--- src/rtl/uart_pkg.sv ---
// Shared types and constants for the uart_ctrl peripheral.
package uart_pkg;

   typedef enum logic [1:0] {
      TX_IDLE,
      TX_START,
      TX_DATA,
      TX_STOP
   } tx_state_t;

   typedef enum logic [2:0] {
      RX_IDLE,
      RX_START,
      RX_DATA,
      RX_STOP,
      RX_WAIT_HIGH
   } rx_state_t;

   // Bit positions inside uart_status.
   localparam int ST_TX_BUSY  = 0;
   localparam int ST_RX_VALID = 1;
   localparam int ST_RX_OVR   = 2;
   localparam int ST_RX_FERR  = 3;

endpackage

--- src/rtl/uart_rx.sv ---
// 8N1 receiver: 2-FF synchroniser, mid-bit sampling FSM, shift register.
// Emits a one-cycle done pulse with the byte, or a one-cycle frame-error pulse.
module uart_rx
   import uart_pkg::*;
#(
   parameter int CLKS_PER_BIT = 434
) (
   input  logic       clk,
   input  logic       rstb_in,
   input  logic       rx_in,
   output logic       done_o,
   output logic [7:0] data_o,
   output logic       ferr_o
);

   localparam int            CW       = $clog2(CLKS_PER_BIT);
   localparam logic [CW-1:0] CNT_FULL = CW'(CLKS_PER_BIT - 1);
   localparam logic [CW-1:0] CNT_HALF = CW'(CLKS_PER_BIT / 2);

   rx_state_t     state_q, state_d;
   logic          sync1_q, sync1_d;
   logic          sync2_q, sync2_d;
   logic [CW-1:0] cnt_q, cnt_d;
   logic [2:0]    bit_q, bit_d;
   logic [7:0]    shift_q, shift_d;
   logic          done_q, done_d;
   logic          ferr_q, ferr_d;
   logic          rx_s;

   assign rx_s   = sync2_q;
   assign done_o = done_q;
   assign ferr_o = ferr_q;
   assign data_o = shift_q;

   // Next-state logic: counter counts down to zero, sample taken at zero.
   always_comb begin
      state_d = state_q;
      sync1_d = rx_in;
      sync2_d = sync1_q;
      cnt_d   = cnt_q;
      bit_d   = bit_q;
      shift_d = shift_q;
      done_d  = 1'b0;
      ferr_d  = 1'b0;
      case (state_q)
         RX_IDLE: begin
            if (!rx_s) begin
               state_d = RX_START;
               cnt_d   = CNT_HALF;
            end
         end
         RX_START: begin
            if (cnt_q == '0) begin
               if (!rx_s) begin
                  state_d = RX_DATA;
                  cnt_d   = CNT_FULL;
                  bit_d   = 3'd0;
               end else begin
                  // Line returned high before mid-start-bit: a glitch.
                  state_d = RX_IDLE;
               end
            end else begin
               cnt_d = cnt_q - 1'b1;
            end
         end
         RX_DATA: begin
            if (cnt_q == '0) begin
               shift_d = {rx_s, shift_q[7:1]};
               cnt_d   = CNT_FULL;
               if (bit_q == 3'd7) begin
                  state_d = RX_STOP;
               end else begin
                  bit_d = bit_q + 1'b1;
               end
            end else begin
               cnt_d = cnt_q - 1'b1;
            end
         end
         RX_STOP: begin
            if (cnt_q == '0) begin
               if (rx_s) begin
                  done_d  = 1'b1;
                  state_d = RX_IDLE;
               end else begin
                  ferr_d  = 1'b1;
                  state_d = RX_WAIT_HIGH;
               end
            end else begin
               cnt_d = cnt_q - 1'b1;
            end
         end
         RX_WAIT_HIGH: begin
            if (rx_s) begin
               state_d = RX_IDLE;
            end
         end
         default: state_d = RX_IDLE;
      endcase
   end

   // State register; synchroniser resets to the idle-high line level.
   always_ff @(posedge clk or negedge rstb_in) begin
      if (!rstb_in) begin
         state_q <= RX_IDLE;
         sync1_q <= 1'b1;
         sync2_q <= 1'b1;
         cnt_q   <= '0;
         bit_q   <= 3'd0;
         shift_q <= 8'h00;
         done_q  <= 1'b0;
         ferr_q  <= 1'b0;
      end else begin
         state_q <= state_d;
         sync1_q <= sync1_d;
         sync2_q <= sync2_d;
         cnt_q   <= cnt_d;
         bit_q   <= bit_d;
         shift_q <= shift_d;
         done_q  <= done_d;
         ferr_q  <= ferr_d;
      end
   end

endmodule

--- src/rtl/uart_ctrl.sv ---
// UART peripheral top: TX FSM, RX holding register and sticky error flags.
// Strobes (tx_wr, rx_rd, err_clr) are single-cycle pulses from the register
// bus with no backpressure; a tx_wr while busy is dropped.
module uart_ctrl
   import uart_pkg::*;
#(
   parameter int CLKS_PER_BIT = 434
) (
   input  logic       clk,
   input  logic       rstb_in,
   input  logic       tx_wr,
   input  logic [7:0] tx_data,
   input  logic       rx_rd,
   input  logic       err_clr,
   input  logic       uart_rx,
   output logic       uart_tx,
   output logic [7:0] uart_status,
   output logic [7:0] uart_rcvd_byte
);

   localparam int            CW       = $clog2(CLKS_PER_BIT);
   localparam logic [CW-1:0] CNT_LAST = CW'(CLKS_PER_BIT - 1);

   tx_state_t     tx_state_q, tx_state_d;
   logic [CW-1:0] tx_cnt_q, tx_cnt_d;
   logic [2:0]    tx_bit_q, tx_bit_d;
   logic [7:0]    tx_shift_q, tx_shift_d;
   logic          uart_tx_q, uart_tx_d;

   logic          rx_valid_q, rx_valid_d;
   logic          rx_ovr_q, rx_ovr_d;
   logic          rx_ferr_q, rx_ferr_d;
   logic [7:0]    rcvd_q, rcvd_d;

   logic          rx_done;
   logic          rx_ferr;
   logic [7:0]    rx_byte;
   logic          tx_busy;

   uart_rx #(.CLKS_PER_BIT(CLKS_PER_BIT)) u_rx (
      .clk     (clk),
      .rstb_in (rstb_in),
      .rx_in   (uart_rx),
      .done_o  (rx_done),
      .data_o  (rx_byte),
      .ferr_o  (rx_ferr)
   );

   assign tx_busy        = (tx_state_q != TX_IDLE);
   assign uart_tx        = uart_tx_q;
   assign uart_rcvd_byte = rcvd_q;

   always_comb begin
      uart_status              = 8'h00;
      uart_status[ST_TX_BUSY]  = tx_busy;
      uart_status[ST_RX_VALID] = rx_valid_q;
      uart_status[ST_RX_OVR]   = rx_ovr_q;
      uart_status[ST_RX_FERR]  = rx_ferr_q;
   end

   // TX next-state: each state holds CLKS_PER_BIT cycles per bit; the serial
   // output is computed from the next state so uart_tx comes from a flop.
   always_comb begin
      tx_state_d = tx_state_q;
      tx_cnt_d   = tx_cnt_q;
      tx_bit_d   = tx_bit_q;
      tx_shift_d = tx_shift_q;
      case (tx_state_q)
         TX_IDLE: begin
            if (tx_wr) begin
               tx_shift_d = tx_data;
               tx_cnt_d   = '0;
               tx_state_d = TX_START;
            end
         end
         TX_START: begin
            if (tx_cnt_q == CNT_LAST) begin
               tx_cnt_d   = '0;
               tx_bit_d   = 3'd0;
               tx_state_d = TX_DATA;
            end else begin
               tx_cnt_d = tx_cnt_q + 1'b1;
            end
         end
         TX_DATA: begin
            if (tx_cnt_q == CNT_LAST) begin
               tx_cnt_d = '0;
               if (tx_bit_q == 3'd7) begin
                  tx_state_d = TX_STOP;
               end else begin
                  tx_bit_d   = tx_bit_q + 1'b1;
                  tx_shift_d = {1'b0, tx_shift_q[7:1]};
               end
            end else begin
               tx_cnt_d = tx_cnt_q + 1'b1;
            end
         end
         TX_STOP: begin
            if (tx_cnt_q == CNT_LAST) begin
               tx_cnt_d   = '0;
               tx_state_d = TX_IDLE;
            end else begin
               tx_cnt_d = tx_cnt_q + 1'b1;
            end
         end
         default: tx_state_d = TX_IDLE;
      endcase
      case (tx_state_d)
         TX_START: uart_tx_d = 1'b0;
         TX_DATA:  uart_tx_d = tx_shift_d[0];
         default:  uart_tx_d = 1'b1;
      endcase
   end

   // RX holding register and sticky flags: a store beats rx_rd, a set beats err_clr.
   always_comb begin
      rx_valid_d = rx_valid_q;
      rx_ovr_d   = rx_ovr_q;
      rx_ferr_d  = rx_ferr_q;
      rcvd_d     = rcvd_q;
      if (err_clr) begin
         rx_ovr_d  = 1'b0;
         rx_ferr_d = 1'b0;
      end
      if (rx_done) begin
         rcvd_d     = rx_byte;
         rx_valid_d = 1'b1;
         if (rx_valid_q && !rx_rd) begin
            rx_ovr_d = 1'b1;
         end
      end else if (rx_rd) begin
         rx_valid_d = 1'b0;
      end
      if (rx_ferr) begin
         rx_ferr_d = 1'b1;
      end
   end

   // Register update; uart_tx resets high so a mid-frame reset idles the line at once.
   always_ff @(posedge clk or negedge rstb_in) begin
      if (!rstb_in) begin
         tx_state_q <= TX_IDLE;
         tx_cnt_q   <= '0;
         tx_bit_q   <= 3'd0;
         tx_shift_q <= 8'h00;
         uart_tx_q  <= 1'b1;
         rx_valid_q <= 1'b0;
         rx_ovr_q   <= 1'b0;
         rx_ferr_q  <= 1'b0;
         rcvd_q     <= 8'h00;
      end else begin
         tx_state_q <= tx_state_d;
         tx_cnt_q   <= tx_cnt_d;
         tx_bit_q   <= tx_bit_d;
         tx_shift_q <= tx_shift_d;
         uart_tx_q  <= uart_tx_d;
         rx_valid_q <= rx_valid_d;
         rx_ovr_q   <= rx_ovr_d;
         rx_ferr_q  <= rx_ferr_d;
         rcvd_q     <= rcvd_d;
      end
   end

endmodule

--- config.mk ---
export PLATFORM = sky130hd
export DESIGN_NAME = uart_ctrl
export DESIGN_NICKNAME = d
export VERILOG_FILES = /design/src/rtl/uart_pkg.sv /design/src/rtl/uart_rx.sv /design/src/rtl/uart_ctrl.sv
export SDC_FILE = /design/constraint.sdc
export NUM_CORES = 1
export LEC_CHECK = 0
export ABC_AREA = 1
export CAP_MARGIN = 5
export CORE_ASPECT_RATIO = 1.75
export CORE_UTILIZATION = 50
export CTS_CLUSTER_DIAMETER = 120
export DETAILED_ROUTE_END_ITERATION = 16
export PLACE_DENSITY = 0.75
export RECOVER_POWER = 100
export SYNTH_ARGS = -nofsm -noshare
export SYNTH_HDL_FRONTEND = slang
export SYNTH_HIERARCHICAL = 1
export SYNTH_SLANG_ARGS = --single-unit
--- constraint.sdc ---
create_clock -name clk -period 2.81 [get_ports clk]
set_clock_uncertainty 0.05 [all_clocks]
set_input_delay 0.562 -clock clk [delete_from_list [all_inputs] [get_ports clk]]
set_output_delay 0.562 -clock clk [all_outputs]
set_load 0.02 [all_outputs]
==> results.ini, run 1 <==
[grt]
grt_pass1_wl_um=10800
antenna_found_initial=0
grt_max_degree=24
groute.usage.overall_pct=20.4
overflow=0
grt_pass1_vias=2672

[cts]
cts_tree=built
cts_resized=0
post_cts_buffers=0
numClockSinks=61
htreeDepth=3
cts_buffer_depth=2
clk_latency_ns=0.35
root_buffer=clkbuf_8
cts_hold_buf=0
clkSlewWorstSetupHoldPaths_ns=0.07
cts_buffers=9

[layout]
seq_area_um2=1530
nNetsFinal=456
final_area_um2=3630
multi_input_area_um2=1350
fillCellCount=572
drive_above_1_share_pct=8.41
antenna_cells=0
utilization_pct=58.3
final_cell_mix=nand2_1 (141), dfrtp_1 (58), inv_1 (47), nor2_1 (36), nand3_1 (30)
final_common_cell=nand2_1
area_growth_pct=12.2

[timing]
relSlewSlack_pct=21.2
min_period_over_period_pct=81.1
drv_slew=0
tightest_slew_ns=1.18
hold_violations=0
fmax_mhz=439
tns_ns=0
fin_crit_ns=2.28
rsz0062_at_grt=no
finalSetupViolations=0
whs_ns=0.308

[critical_path]
cp.required_ns=2.20
worstPathMaxFanout=5
worstPathArrival_ns=1.67
critPathKind=flip-flop to output pin
startpoint_type=flip-flop
crit_path_end_kind=output pin

[synth]
ys_seq_elements=61
yosys.area.top_type=dfrtp_1
synthesis.area_um2=3240
yosys-top-cells-area=dfrtp_1 (45%), nand2_1 (16%), inv_1 (5.3%), nand3_1 (4.2%), nor2_1 (3.7%)
yosys_warnings=6
synth_cell_types=32
syn_area_per_cell_um2=7.99
syn_inst=405
synth_seq_area_share_pct=47.3
netlist.area_leader.share_pct=44.8

[floorplanning]
die_area_um2=6810
core_um2=6230
start_util_pct=52.0
num_rows=38
die_h_um=108
ios=31
die_w_um=62.8

[power_and_ir_drop]
vdd_ir_drop_max_uv=299
p_sw_share_pct=21.4
cellPowerDensity_nw_per_um2=465
p_int_uw=1330
power_frac_seq_pct=52.3
power_frac_comb_pct=2.6
p_sw_uw=361
power.leakage_uw=0.00190
power.share.clock_pct=45.1

[placement]
placed_area_um2=3520
hpwl_um=4350
place.gp.congestion=0.897
port_buffers=26

[drt]
first_iter_violations=119
drcViolationCount=0
drt-pass1-iter-count=4
ant_nets=0
routedWlPerCell_um=11.2
drt_wl_total_um=5840
vias=2626
viasPerCell=5.05

[job]
drv_cap=0

[min_path]
hold_class=flip-flop to flip-flop

[outcome]
status=complete, no violations

-- worst max-delay path: stages, from the launching register on --
cell	delay (ns)
dfrtp_1	0.42
nor2_2	0.20
inv_2	0.06
dlygate4sd3_1	0.65
-- sequential cells by signal, summed over array words and instances, names as in the netlist --
register and cells:
tx_cnt_q 9, u_rx/cnt_q 9, tx_shift_q 8, u_rx/data_o 8
uart_rcvd_byte 8, tx_bit_q 3, u_rx/bit_q 3, u_rx/state_q 3
tx_state_q 2, rx_ferr_q 1, rx_ovr_q 1, rx_valid_q 1
u_rx/done_o 1, u_rx/ferr_o 1, u_rx/rx_s 1, u_rx/sync1_q 1
uart_tx 1
-- area by class of cell --
cell class	instances	area share [%]
multi-input combinational	284	37.2
clock buffer	12	4.00
inverter	51	5.27
tap	80	2.76
clock inverter	4	1.31
timing repair buffer	28	7.30
sequential	61	42.1
-- kinds of logic after synthesis --
logic type	after synthesis	share of synthesized area, %
xor gates and xnor gates	7	1.89
buffers and inverters	63	8.97
adders and majority gates	7	2.71
DFF	61	47.3
and+or+nand+nor	230	31.5
other	1	0.116
AOI/OAI and AO/OA	36	7.58
-- synthesized netlist by cell type, drive strengths merged --
library cell	n
conb	1
o21ai	18
o22ai	7
nor3	3
dfrtp	58
o31ai	1
inv	50
buf	12
nand4	9
a21oi	7
a22o	2
xnor2	2
nand2	145
o21bai	1
ha	7
nor2	42
clkinv	1
dfstp	3
xor2	5
nand3	31
-- path summary, 6_finish.rpt --
kind / startpoint / to / cells past startpoint / slack (ns)
setup / recovery: tx_state_q[0]$_DFF_PN0_ / uart_status[0] / 3 / 0.53
max in group asynchronous: rstb_in / tx_shift_q[5]$_DFFE_PN0P_ / 2 / 0.81
hold / removal: u_rx/sync1_q$_DFF_PN1_ / u_rx/rx_s$_DFF_PN1_ / 0 / 0.31
hold reg to reg: u_rx/sync1_q$_DFF_PN1_ / u_rx/rx_s$_DFF_PN1_ / 0 / 0.31
setup reg to reg: u_rx/cnt_q[0]$_DFFE_PN0P_ / u_rx/data_o[4]$_DFFE_PN0P_ / 9 / 0.74
min in group asynchronous: rstb_in / u_rx/done_o$_DFF_PN0_ / 1 / 0.39
-- metal layers --
metal | share of wire, % | GRT usage [%] | wire length [um] | up-vias
met3 | 2.9 | 5.80 | 172 | 12
li1 | - | - | - | 1326
met2 | 51 | 34.7 | 2980 | 47
met1 | 44 | 22.5 | 2560 | 1241
met4 | 2.1 | 11.8 | 125 | 0
met5 | 0 | 0 | 0 | -
-- metrics by stage --
stage / instances / total power, uW / setup WS [ns]
final: 520 / 1690 / 0.531
after floorplan: 408 / 913 / 1.23
after detailed placement: 504 / 947 / 0.923
after global routing: 520 / 1760 / 0.391
after CTS: 520 / 1720 / 0.598
after global placement: 504 / 947 / 0.963
-- power by group through the flow --
stage	Combinational [uW]	Clock (uW)	Sequential (uW)
6_report	44.0	763	883
5_1_grt	51.0	828	883
4_1_cts	47.8	786	883
3_5_place_dp	47.6	0	900
3_3_place_gp	47.0	0	899
2_1_floorplan	13.6	0	899
(Power assumes the default switching activity.)
==> inputs of run 2 (changes only) <==
Settings changed: PLACE_DENSITY 0.75 to 0.78.
Clock period 2.81 ns to 2.01 ns, I/O delays scaled along.
==> results.ini, run 2 (synthesis results as in run 1) <==
[layout]
nNetsFinal=457  ; +0.22%
largestRegisters=tx_cnt_q: 9 flops, u_rx/cnt_q: 9 flops
final_area_um2=3700  ; +1.9%
antenna_cells=0  ; unchanged
utilization_pct=59.4  ; +1.1 points
area_growth_pct=14.4
final_cell_mix=nand2_1 (139), dfrtp_1 (58), inv_1 (48), nor2_1 (34), nand3_1 (30)
drive_above_1_share_pct=10.4  ; +2.0 points
final_common_cell=nand2_1

[timing]
fmax_mhz=523
tns_ns=0  ; unchanged
hold_violations=0  ; unchanged
rsz0062_at_grt=no
min_period_over_period_pct=95.1
relSlewSlack_pct=45.9  ; +25 points
finalSetupViolations=0  ; unchanged
drv_slew=0  ; unchanged
fin_crit_ns=1.91
tightest_slew_ns=0.812  ; -0.370 ns

[cts]
numClockSinks=61  ; unchanged
root_buffer=clkbuf_8
clk_latency_ns=0.35  ; about the same
htreeDepth=3  ; unchanged
cts_buffer_depth=2  ; unchanged
cts_buffers=9  ; unchanged
clkSlewWorstSetupHoldPaths_ns=0.07  ; about the same
cts_tree=built

[drt]
vias=2615  ; -0.42%
viasPerCell=5.02  ; -0.61%
first_iter_violations=86  ; -28%
drt-pass1-iter-count=4  ; unchanged
drt_wl_total_um=5900  ; +1.1%
ant_nets=0  ; unchanged
routedWlPerCell_um=11.3  ; +0.90%
drcViolationCount=0  ; unchanged

[placement]
place.gp.congestion=0.875  ; -2.4%
port_buffers=26  ; unchanged
placed_area_um2=3530  ; +0.36%
hpwl_um=4310  ; -0.89%

[power_and_ir_drop]
vdd_ir_drop_max_uv=788  ; +160%
p_sw_share_pct=21.1  ; -0.22 points
power.leakage_uw=0.00193  ; +1.8%
power_frac_comb_pct=2.5  ; about the same
cellPowerDensity_nw_per_um2=667  ; +43%
p_sw_uw=522  ; +45%
p_int_uw=1950  ; +46%
power_frac_seq_pct=50.1  ; -2.2 points
power.share.clock_pct=47.4  ; +2.3 points

[floorplanning]
num_rows=38  ; unchanged
start_util_pct=52.0  ; unchanged
ios=31  ; unchanged
die_area_um2=6810  ; unchanged
die_h_um=108  ; unchanged
core_um2=6230  ; unchanged
die_w_um=62.8  ; unchanged

[critical_path]
crit_slowest_cell=clkdlybuf4s50_1
startpoint_type=flip-flop
cp.required_ns=1.56  ; -0.64 ns
worstPathArrival_ns=1.46  ; -0.21 ns
path_cells=clkdlybuf4s50_1
critPathKind=flip-flop to output pin
critPathMaxStageDelay_ns=0.59  ; -0.06 ns
crit_path_end_kind=output pin
cp_num_buf_inv=1  ; -1
critPathTopFamily=buffers and inverters
worstPathMaxFanout=1  ; -4

[grt]
grt_pass1_wl_um=10300  ; -5.2%
groute.usage.overall_pct=19.8  ; -0.61 points
overflow=0  ; unchanged
grt_max_degree=62  ; +160%
antenna_found_initial=0  ; unchanged
grt_pass1_vias=2570  ; -3.8%

[job]
drv_cap=0  ; unchanged

[outcome]
status=complete, no violations

[min_path]
hold_class=flip-flop to flip-flop

==> run 2: path summary, 6_finish.rpt <==
check | from | slack (ns) | depth (start not counted) | to
setup reg to reg | u_rx/cnt_q[0]$_DFFE_PN0P_ | 0.25 | 9 | u_rx/data_o[4]$_DFFE_PN0P_
hold reg to reg | u_rx/sync1_q$_DFF_PN1_ | 0.31 | 0 | u_rx/rx_s$_DFF_PN1_
setup / recovery | uart_tx$_DFF_PN1_ | 0.1 | 1 | uart_tx
hold / removal | u_rx/sync1_q$_DFF_PN1_ | 0.31 | 0 | u_rx/rx_s$_DFF_PN1_
min in group asynchronous | rstb_in | 0.72 | 3 | uart_rcvd_byte[5]$_DFFE_PN0P_
max in group asynchronous | rstb_in | 0.65 | 3 | tx_bit_q[2]$_DFFE_PN0P_
==> run 2: per-stage QoR <==
stage	hold slack, ns	setup slack (ns)	instances	power [uW]
6_report	0.315	0.0981	521	2470
5_1_grt	0.317	0.0393	521	2570
4_1_cts	0.316	0.0726	521	2510
3_5_place_dp	0.308	0.252	504	1330
3_3_place_gp	0.297	0.293	504	1320
2_1_floorplan	0.0564	0.434	408	1280
==> run 2: repair_timing <==
action                     4_1_cts  5_1_grt
hold buffers                     1        0
gates resized for setup          1        0
setup endpoints to repair        1        0
hold endpoints to repair        17        0
setup buffers                    0        0
==> run 2: power by group through the flow <==
stage / clock network [uW] / registers [uW] / logic (uW)
3_5_place_dp: 0 / 1260 / 67.8
4_1_cts: 1210 / 1230 / 69.9
3_3_place_gp: 0 / 1260 / 67.1
2_1_floorplan: 0 / 1260 / 19.1
5_1_grt: 1270 / 1230 / 71.2
6_report: 1170 / 1240 / 62.7
==> run 2: layout make-up <==
class                      count  area [um^2]
clock inverter                 7         90.1
clock buffer                   9          124
multi-input combinational    284         1390
timing repair buffer          29          279
inverter                      51          191
sequential                    61         1530
fill                         566         2530
tap                           80          100
==> run 2: metal layers <==
layer	global-route usage [%]	wire length (um)	vias to the layer above
met5	0	0	-
met4	14.6	194	0
met3	6.01	209	18
met2	34.3	3130	56
met1	19.7	2370	1216
li1	-	-	1325
==> inputs of run 3 (changes only) <==
Settings changed: SETUP_SLACK_MARGIN set to 0.05.
==> results of run 3 <==
No change in the layout: final DEF, timing and power equal those of run 2.
